==> config.mk <==
export PLATFORM = sky130hd
export DESIGN_NAME = tdo_uart_tx
export DESIGN_NICKNAME = d
export VERILOG_FILES = /design/src/rtl/tdo_uart_tx.sv
export SDC_FILE = /design/constraint.sdc
export NUM_CORES = 1
export LEC_CHECK = 0
export CORE_ASPECT_RATIO = 1.4
export CORE_MARGIN = 5
export CORE_UTILIZATION = 65
export DETAILED_ROUTE_END_ITERATION = 8
export GPL_ROUTABILITY_DRIVEN = 0
export PLACE_DENSITY = 0.84
export SYNTH_ARGS = -nofsm -noshare
export SYNTH_HDL_FRONTEND = slang
export SYNTH_SLANG_ARGS = --single-unit
==> constraint.sdc <==
create_clock -name clk -period 4.43 [get_ports clk]
set_input_delay 0.6645 -clock clk [delete_from_list [all_inputs] [get_ports clk]]
set_output_delay 0.6645 -clock clk [all_outputs]
set_load 0.005 [all_outputs]
==> src/rtl/tdo_uart_tx.sv <==
// Scan-chain TDO capture into bytes (LSB first), small byte FIFO, 8N1 UART back to the host.
// Optional TX_PARITY_EN macro adds an even-parity bit per frame (8E1).
module tdo_uart_tx #(
  parameter int CLKRATE    = 12_000_000,
  parameter int BAUDRATE   = 115_200,
  parameter int FIFO_DEPTH = 4
) (
  input  logic clk,
  input  logic rst,
  input  logic rtck,
  input  logic tdo,
  input  logic tms,
  output logic tx,
  output logic busy,
  output logic overflow
);

  localparam int DIV = CLKRATE / BAUDRATE;
  localparam int AW  = (FIFO_DEPTH > 1) ? $clog2(FIFO_DEPTH) : 1;
  localparam int BW  = $clog2(DIV);
  localparam logic [AW:0]   DEPTH_C   = (AW+1)'(FIFO_DEPTH);
  localparam logic [BW-1:0] BAUD_LOAD = BW'(DIV - 1);

  typedef enum logic [2:0] {IDLE, START, DATA, PARITY, STOP} state_t;

  logic rtck_s1, rtck_s2, rtck_s3;
  logic tdo_s1, tdo_s2;
  logic tms_s1, tms_s2;
  logic [2:0] cnt;
  logic [6:0] sh;
  logic rtck_rise, push, pop, push_ok;
  logic [7:0] push_dat;

  logic [7:0] mem [FIFO_DEPTH];
  logic [AW-1:0] wr_ptr, rd_ptr;
  logic [AW:0] count;

  state_t state;
  logic [BW-1:0] baud;
  logic [2:0] bit_idx;
  logic [7:0] tx_sh;
`ifdef TX_PARITY_EN
  logic par;
`endif

  assign rtck_rise = rtck_s2 & ~rtck_s3;
  // Bits 0..6 sit in sh; bit 7 is the live sample on the completing edge.
  assign push     = tms_s2 & rtck_rise & (cnt == 3'd7);
  assign push_dat = {tdo_s2, sh};
  assign pop      = (state == IDLE) & (count != '0);
  assign push_ok  = push & ((count != DEPTH_C) | pop);
  assign busy     = (state != IDLE) | (count != '0);

  always_ff @(posedge clk) begin
    if (rst) begin
      rtck_s1 <= 1'b0; rtck_s2 <= 1'b0; rtck_s3 <= 1'b0;
      tdo_s1  <= 1'b0; tdo_s2  <= 1'b0;
      tms_s1  <= 1'b0; tms_s2  <= 1'b0;
      cnt     <= 3'd0;
      sh      <= 7'd0;
    end else begin
      rtck_s1 <= rtck; rtck_s2 <= rtck_s1; rtck_s3 <= rtck_s2;
      tdo_s1  <= tdo;  tdo_s2  <= tdo_s1;
      tms_s1  <= tms;  tms_s2  <= tms_s1;
      if (!tms_s2) begin
        cnt <= 3'd0;
      end else if (rtck_rise) begin
        cnt <= cnt + 3'd1;
        sh  <= {tdo_s2, sh[6:1]};
      end
    end
  end

  always_ff @(posedge clk) begin
    if (push_ok) mem[wr_ptr] <= push_dat;
  end

  always_ff @(posedge clk) begin
    if (rst) begin
      wr_ptr   <= '0;
      rd_ptr   <= '0;
      count    <= '0;
      overflow <= 1'b0;
    end else begin
      if (push_ok) wr_ptr <= wr_ptr + 1'b1;
      if (pop)     rd_ptr <= rd_ptr + 1'b1;
      if (push && !push_ok) overflow <= 1'b1;
      case ({push_ok, pop})
        2'b10:   count <= count + 1'b1;
        2'b01:   count <= count - 1'b1;
        default: count <= count;
      endcase
    end
  end

  // tx is registered: every state drives the level for the following cycle.
  always_ff @(posedge clk) begin
    if (rst) begin
      state   <= IDLE;
      tx      <= 1'b1;
      baud    <= '0;
      bit_idx <= 3'd0;
      tx_sh   <= 8'd0;
`ifdef TX_PARITY_EN
      par     <= 1'b0;
`endif
    end else begin
      case (state)
        IDLE: begin
          if (count != '0) begin
            tx_sh <= mem[rd_ptr];
`ifdef TX_PARITY_EN
            par   <= ^mem[rd_ptr];
`endif
            baud  <= BAUD_LOAD;
            state <= START;
            tx    <= 1'b0;
          end else begin
            tx <= 1'b1;
          end
        end
        START: begin
          if (baud == '0) begin
            state   <= DATA;
            tx      <= tx_sh[0];
            bit_idx <= 3'd0;
            baud    <= BAUD_LOAD;
          end else begin
            baud <= baud - 1'b1;
          end
        end
        DATA: begin
          if (baud == '0) begin
            baud <= BAUD_LOAD;
            if (bit_idx == 3'd7) begin
`ifdef TX_PARITY_EN
              state <= PARITY;
              tx    <= par;
`else
              state <= STOP;
              tx    <= 1'b1;
`endif
            end else begin
              bit_idx <= bit_idx + 3'd1;
              tx      <= tx_sh[1];
              tx_sh   <= {1'b0, tx_sh[7:1]};
            end
          end else begin
            baud <= baud - 1'b1;
          end
        end
`ifdef TX_PARITY_EN
        PARITY: begin
          if (baud == '0) begin
            state <= STOP;
            tx    <= 1'b1;
            baud  <= BAUD_LOAD;
          end else begin
            baud <= baud - 1'b1;
          end
        end
`endif
        STOP: begin
          tx <= 1'b1;
          if (baud == '0) state <= IDLE;
          else            baud  <= baud - 1'b1;
        end
        default: begin
          state <= IDLE;
          tx    <= 1'b1;
        end
      endcase
    end
  end

endmodule

==> qor.csv, run 1 <==
stage,metric,value,unit
floorplan,die_area,6940,um^2
cts,cts.clk_slew.worst_paths,0.07,ns
logic_synthesis,syn_area_per_cell,11.1,um^2
hold_path,min_path_cells,1,
detailed_routing,drt-initial-drc-count,156,
timing,fin_crit,2.59,ns
setup_path,cp.arrival,1.92,ns
cts,cts.path.max_buffers,2,
pwr,ir_worst_vdd,407,uV
cts,ctsResizeCount,0,
placement,port_buffers,7,
pwr,p_per_area,598,nW/um^2
floorplan,num_rows,31,
logic_synthesis,syn_inst,314,
job,cap_violations,0,
cts,cts_buffers,9,
global_route,grt_max_degree,46,
detailed_routing,remaining_drc_errors,0,
finish,antennaDiodeCount,0,
cts,cts_root_buffer,clkbuf_8,
detailed_routing,firstDrtPassIters,5,
logic_synthesis,synthesis.area,3480,um^2
detailed_routing,ant_nets,0,
timing,slew_headroom,0.212,
detailed_routing,via_per_inst,5.97,
global_route,antenna_found_initial,0,
logic_synthesis,syn-num-nets,330,
detailed_routing,wl_per_cell,15.9,um
global_route,grt_pass1_vias,2241,
timing,holdWs,0.446,ns
global_route,gr-total-overflow,0,
finish,final_cell_mix,"dfxtp_1 (49), nor2_1 (33), edfxtp_1 (32)",
setup_path,end_kind,output pin,
setup_path,worstSetupPathType,flop to output pin,
floorplan,ios,8,
cts,cts_tree,done,
cts,post_cts_buffers,0,
finish,final_layout_size_suffix_gt1_frac,0.0966,
logic_synthesis,yosysSeqAreaShare,0.558,
placement,place.detailed.hpwl,4.16,mm
timing,skew,0.00911,ns
hold_path,hold_path.class,flop to flop,
finish,num-fill-cells,372,
global_route,grt_usage,0.200,
setup_path,cp_max_fo,20,
setup_path,worstRegToRegCells,5,
setup_path,startpoint_type,flop,
cts,cts.sinks,81,
logic_synthesis,synth_edf_count,32,
timing,grt_setup_unrepaired,false,
finish,syn2layout_area_growth,7.80,%
floorplan,die_w,71.8,um
floorplan,die_h,96.6,um
cts,cts_hold_buf,0,
logic_synthesis,synth-main-ff-cell,dfxtp_1,
logic_synthesis,synth_warnings,0,
cts,htreeDepth,3,
floorplan,core,5200,um^2
pwr,totalPowerFinal,2.24,mW
timing,slew_viol_final,0,
finish,final_common_cell,dfxtp_1,
timing,fin_crit_sh,0.584,
pwr,p_leak,1.30,nW
detailed_routing,drt-total-wl,6.16,mm
timing,tightest_slew,1.18,ns
outcome,outcome,completed,
floorplan,start_util,0.670,
cts,clk_latency,0.35,ns
finish,final_nets,332,
timing,fin_tns_setup,0,ns
global_route,grt_pass1_wl,10.7,mm
logic_synthesis,synth_seq_cells,81,
logic_synthesis,postSynth.asyncResetShare,0,
finish,finish.utilization,0.722,
timing,max_freq,387,MHz
setup_path,critPathRequiredTime,3.77,ns
detailed_routing,dr_total_vias,2311,
logic_synthesis,synth_cell_types,54,
timing,hold_viol,0,
timing,setup_viol,0,
## power by group
group | switching, mW | total [mW] | internal, mW
sequential | 0.123 | 0.994 | 0.871
clock | 0.259 | 0.517 | 0.258
combinational | 0.397 | 0.732 | 0.335
## metal layers
layer	wire [um]	vias to the layer above	track usage
met3	189	7	0.0373
met4	83	0	0.0846
met1	2560	1134	0.236
met5	0	-	0
met2	3320	39	0.357
li1	-	1131	-
## worst paths after layout
path	slack, ns	endpoint	startpoint
setup / recovery	1.84	busy	state[2]
setup reg to reg	1.91	baud[3]	state[1]
hold reg to reg	0.45	tms_s2	tms_s1
hold / removal	0.45	tms_s2	tms_s1
## registers in the layout, indices dropped and copies added (netlist names), 2 cells and up, named ones only
register  count
rd_ptr        2
mem          32
cnt           3
sh            7
tx_sh         8
count         3
wr_ptr        2
baud          7
bit_idx       3
state         3
## cells by family after synthesis
group,after synthesis,share of synthesized area
buffers and inverters,27,0.0327
DFF,81,0.558
AOI/OAI and AO/OA,58,0.111
muxes,10,0.0575
xor gates and xnor gates,8,0.0201
adders and majority gates,11,0.0417
and+or+nand+nor,119,0.179
## Yosys cell counts, types with 3 or more instances
| master | instances | share of area |
|---|---|---|
| nand2b_1 | 4 | 0.0072 |
| ha_1 | 10 | 0.036 |
| a211oi_1 | 3 | 0.0065 |
| inv_1 | 10 | 0.011 |
| o21a_1 | 4 | 0.0086 |
| and2_1 | 5 | 0.0090 |
| nand2_1 | 26 | 0.028 |
| buf_2 | 4 | 0.0058 |
| nor3_1 | 8 | 0.012 |
| edfxtp_1 | 32 | 0.28 |
| xnor2_1 | 6 | 0.015 |
| dfxtp_1 | 49 | 0.28 |
| nand3_1 | 12 | 0.017 |
| nor2b_1 | 10 | 0.018 |
| a21oi_1 | 19 | 0.027 |
| mux4_2 | 8 | 0.052 |
| a311oi_1 | 7 | 0.018 |
| o21ai_0 | 10 | 0.014 |
| clkbuf_1 | 10 | 0.011 |
| nor2_1 | 33 | 0.036 |
## metrics by stage
step                      instance area (um^2)  setup slack [ns]  cells
after floorplan                           3480              2.48    314
after global placement                    3560              2.02    371
after detailed placement                  3560              1.93    371
after CTS                                 3750              1.82    387
after global routing                      3750              1.70    387
final                                     3750              1.84    387
## cell type report
class | instances | area (um^2) | share of cell area
flip-flops and latches | 81 | 1940 | 0.518
multi-input cells | 206 | 1430 | 0.380
clock buffers | 10 | 128 | 0.0340
well taps | 66 | 82.6 | 0.0220
repair buffers | 8 | 77.6 | 0.0207
clock inverters | 6 | 60.1 | 0.0160
inverters | 10 | 37.5 | 0.0100
## critical path, cell delays in order (launching register included)
cell	delay [ns]
dfxtp_1	0.69
nor3_1	0.18
nand2_1	0.18
clkdlybuf4s50_1	0.52
No activity file was read; power rests on OpenSTA's default activity.
==> run 2, diff against run 1 <==
- CORE_UTILIZATION: 65 -> 55
- PLACE_DENSITY: 0.84 -> 0.76
- clock period: 4.43 -> 2.25 ns (I/O delays scaled with it)
==> qor.csv, run 2 (synthesis gave the netlist of run 1 again) <==
stage,metric,value,unit,change
finish,finish.utilization,0.618,,was 0.722
timing,grt_setup_unrepaired,false,,unchanged
finish,top_register,mem,,unchanged
setup_path,critPathRequiredTime,2.51,ns,was 3.77 ns
cts,cts_root_buffer,clkbuf_8,,unchanged
setup_path,ff2ff_setup_slack,0.18,ns,was 1.91 ns
detailed_routing,drt-total-wl,5.97,mm,was 6.16 mm
floorplan,start_util,0.560,,was 0.670
timing,max_freq,484,MHz,
setup_path,cp_max_fo,3,,was 20
detailed_routing,via_per_inst,5.76,,was 5.97
floorplan,die_h,104,um,was 96.6 um
setup_path,path_cells,ha_1 > ha_1 > nand4b_1 > and3_2 > inv_1 > fa_1 > a21oi_1 > a22oi_1 > xor2_1 > nor2_1,,was nor3_1 > nand2_1 > clkdlybuf4s50_1
setup_path,r2r_start,cnt[0],,was state[1]
finish,reg_top3,"mem x32, tx_sh x8",,unchanged
timing,fin_crit,2.07,ns,
setup_path,worstSetupPathType,flop to flop,,was flop to output pin
finish,num-fill-cells,503,,was 372
timing,layout_setup_ws,0.184,ns,was 1.84 ns
placement,pre_cts_ws,0.216,ns,was 1.93 ns
setup_path,reg2reg_to,count[2],,was baud[3]
finish,antennaDiodeCount,0,,unchanged
hold_path,hold_path.class,flop to flop,,unchanged
setup_path,crit_slowest_cell,fa_1,,was dfxtp_1
hold_path,hp-start,rtck_s1,,was tms_s1
cts,cts.sinks,81,,unchanged
cts,cts_buffers,9,,unchanged
floorplan,num_rows,34,,was 31
global_route,gr-total-overflow,0,,unchanged
placement,place.detailed.hpwl,4.31,mm,was 4.16 mm
finish,largest_register_ffs,32,,unchanged
detailed_routing,remaining_drc_errors,0,,unchanged
setup_path,slowest_delay,0.38,ns,was 0.69 ns
global_route,grt_pass1_wl,10.4,mm,was 10.7 mm
setup_path,startpoint_type,flop,,unchanged
timing,slew_viol_final,0,,unchanged
cts,cts.path.max_buffers,2,,unchanged
cts,cts.clk_slew.worst_paths,0.09,ns,was 0.07 ns
cts,clk_latency,0.36,ns,was 0.35 ns
timing,tightest_slew,0.531,ns,was 1.18 ns
job,cap_violations,0,,unchanged
finish,syn2layout_area_growth,10.2,%,was 7.80%
setup_path,end_kind,flop,,was output pin
cts,htreeDepth,3,,unchanged
floorplan,core,6210,um^2,was 5200 um^2
global_route,grt_pass1_vias,2345,,"was 2,241"
setup_path,worstRegToRegCells,10,,was 5
outcome,outcome,completed,,unchanged
global_route,antenna_found_initial,0,,unchanged
detailed_routing,firstDrtPassIters,4,,was 5
detailed_routing,dr_total_vias,2329,,"was 2,311"
global_route,grt_usage,0.160,,was 0.200
detailed_routing,drt-initial-drc-count,161,,was 156
placement,port_buffers,7,,unchanged
timing,skew,0.0102,ns,was 0.00911 ns
pwr,p_per_area,1150,nW/um^2,was 598 nW/um^2
timing,setup_viol,0,,unchanged
floorplan,ios,8,,unchanged
hold_path,min_delay_worst_endpoint,rtck_s2,,was tms_s2
timing,slew_headroom,0.646,,was 0.212
finish,final_layout_size_suffix_gt1_frac,0.133,,was 0.0966
finish,final_cell_mix,"dfxtp_1 (49), nor2_1 (33), edfxtp_1 (32)",,unchanged
finish,final_nets,343,,was 332
pwr,p_leak,1.35,nW,was 1.30 nW
floorplan,die_w,77.2,um,was 71.8 um
setup_path,cp_common_cell,ha_1,,
pwr,ir_worst_vdd,622,uV,was 407 uV
cts,cts_hold_buf,0,,unchanged
setup_path,cp.arrival,2.32,ns,was 1.92 ns
cts,cts_tree,done,,unchanged
timing,fin_tns_setup,0,ns,unchanged
hold_path,min_path_cells,1,,unchanged
detailed_routing,ant_nets,0,,unchanged
finish,final_common_cell,dfxtp_1,,unchanged
global_route,grt_max_degree,19,,was 46
timing,hold_viol,0,,unchanged
detailed_routing,wl_per_cell,14.8,um,was 15.9 um
pwr,totalPowerFinal,4.40,mW,was 2.24 mW
floorplan,die_area,8040,um^2,was 6940 um^2
timing,fin_crit_sh,0.918,,
run 2: changes by cell type in the layout (fill, tap and decap cells not counted), sizes merged:
cell	delta
buf	+11
bufinv	-1
clkbuf	-1
clkinv	-2
clkinvlp	+1
inv	+3
run 2: report_power, final:
part / total, mW / switching (mW) / leakage [nW] / internal, mW
clock: 0.960 / 0.550 / 0.0856 / 0.410
sequential: 1.91 / 0.198 / 0.699 / 1.71
combinational: 1.53 / 0.823 / 0.566 / 0.710
run 2: worst max path at each step:
stage,startpoint,to,slack [ns],cells after the start
finish,cnt[0],count[2],0.18,10
floorplan,state[0],count[2],0.30,8
global placement,cnt[0],count[2],0.29,9
detailed placement,cnt[0],count[2],0.22,9
CTS,baud[0],baud[4],0.20,7
global route,cnt[0],count[2],0.003,10
run 2: area by class of cell:
class | count | area (um^2) | share of cell area
flip-flops and latches | 81 | 1940 | 0.506
multi-input cells | 206 | 1430 | 0.373
inverters | 10 | 37.5 | 0.00978
repair buffers | 19 | 160 | 0.0417
clock inverters | 7 | 52.6 | 0.0137
clock buffers | 9 | 124 | 0.0323
well taps | 72 | 90.1 | 0.0235
run 2: metal layers:
| metal | vias up | wire length [um] | track usage |
|---|---|---|---|
| li1 | 1156 | - | - |
| met1 | 1127 | 2490 | 0.182 |
| met2 | 34 | 3200 | 0.274 |
| met3 | 12 | 111 | 0.0251 |
| met4 | 0 | 162 | 0.0983 |
| met5 | - | 0 | 0 |
run 2: worst max-delay path: cells and delay by family (launching register included):
kind | cells | cell delay, ns
simple gates | 3 | 0.43
fa+ha+maj | 3 | 0.75
buf+inv | 1 | 0.05
compound gates | 2 | 0.22
flops | 1 | 0.33
xor+xnor | 1 | 0.17
run 2: what timing repair did:
action / in CTS / in global routing
buffers inserted: 0 / 0
hold endpoints to repair: 0 / 0
endpoints found under the setup margin: 0 / 1
resized for setup: 0 / 2
run 2: metrics by stage:
step	hold WS [ns]	area, um^2	cells
final	0.442	3840	404
after CTS	0.445	3830	404
after global placement	0.418	3650	388
after floorplan	0.414	3480	314
after global routing	0.473	3840	404
after detailed placement	0.424	3650	388
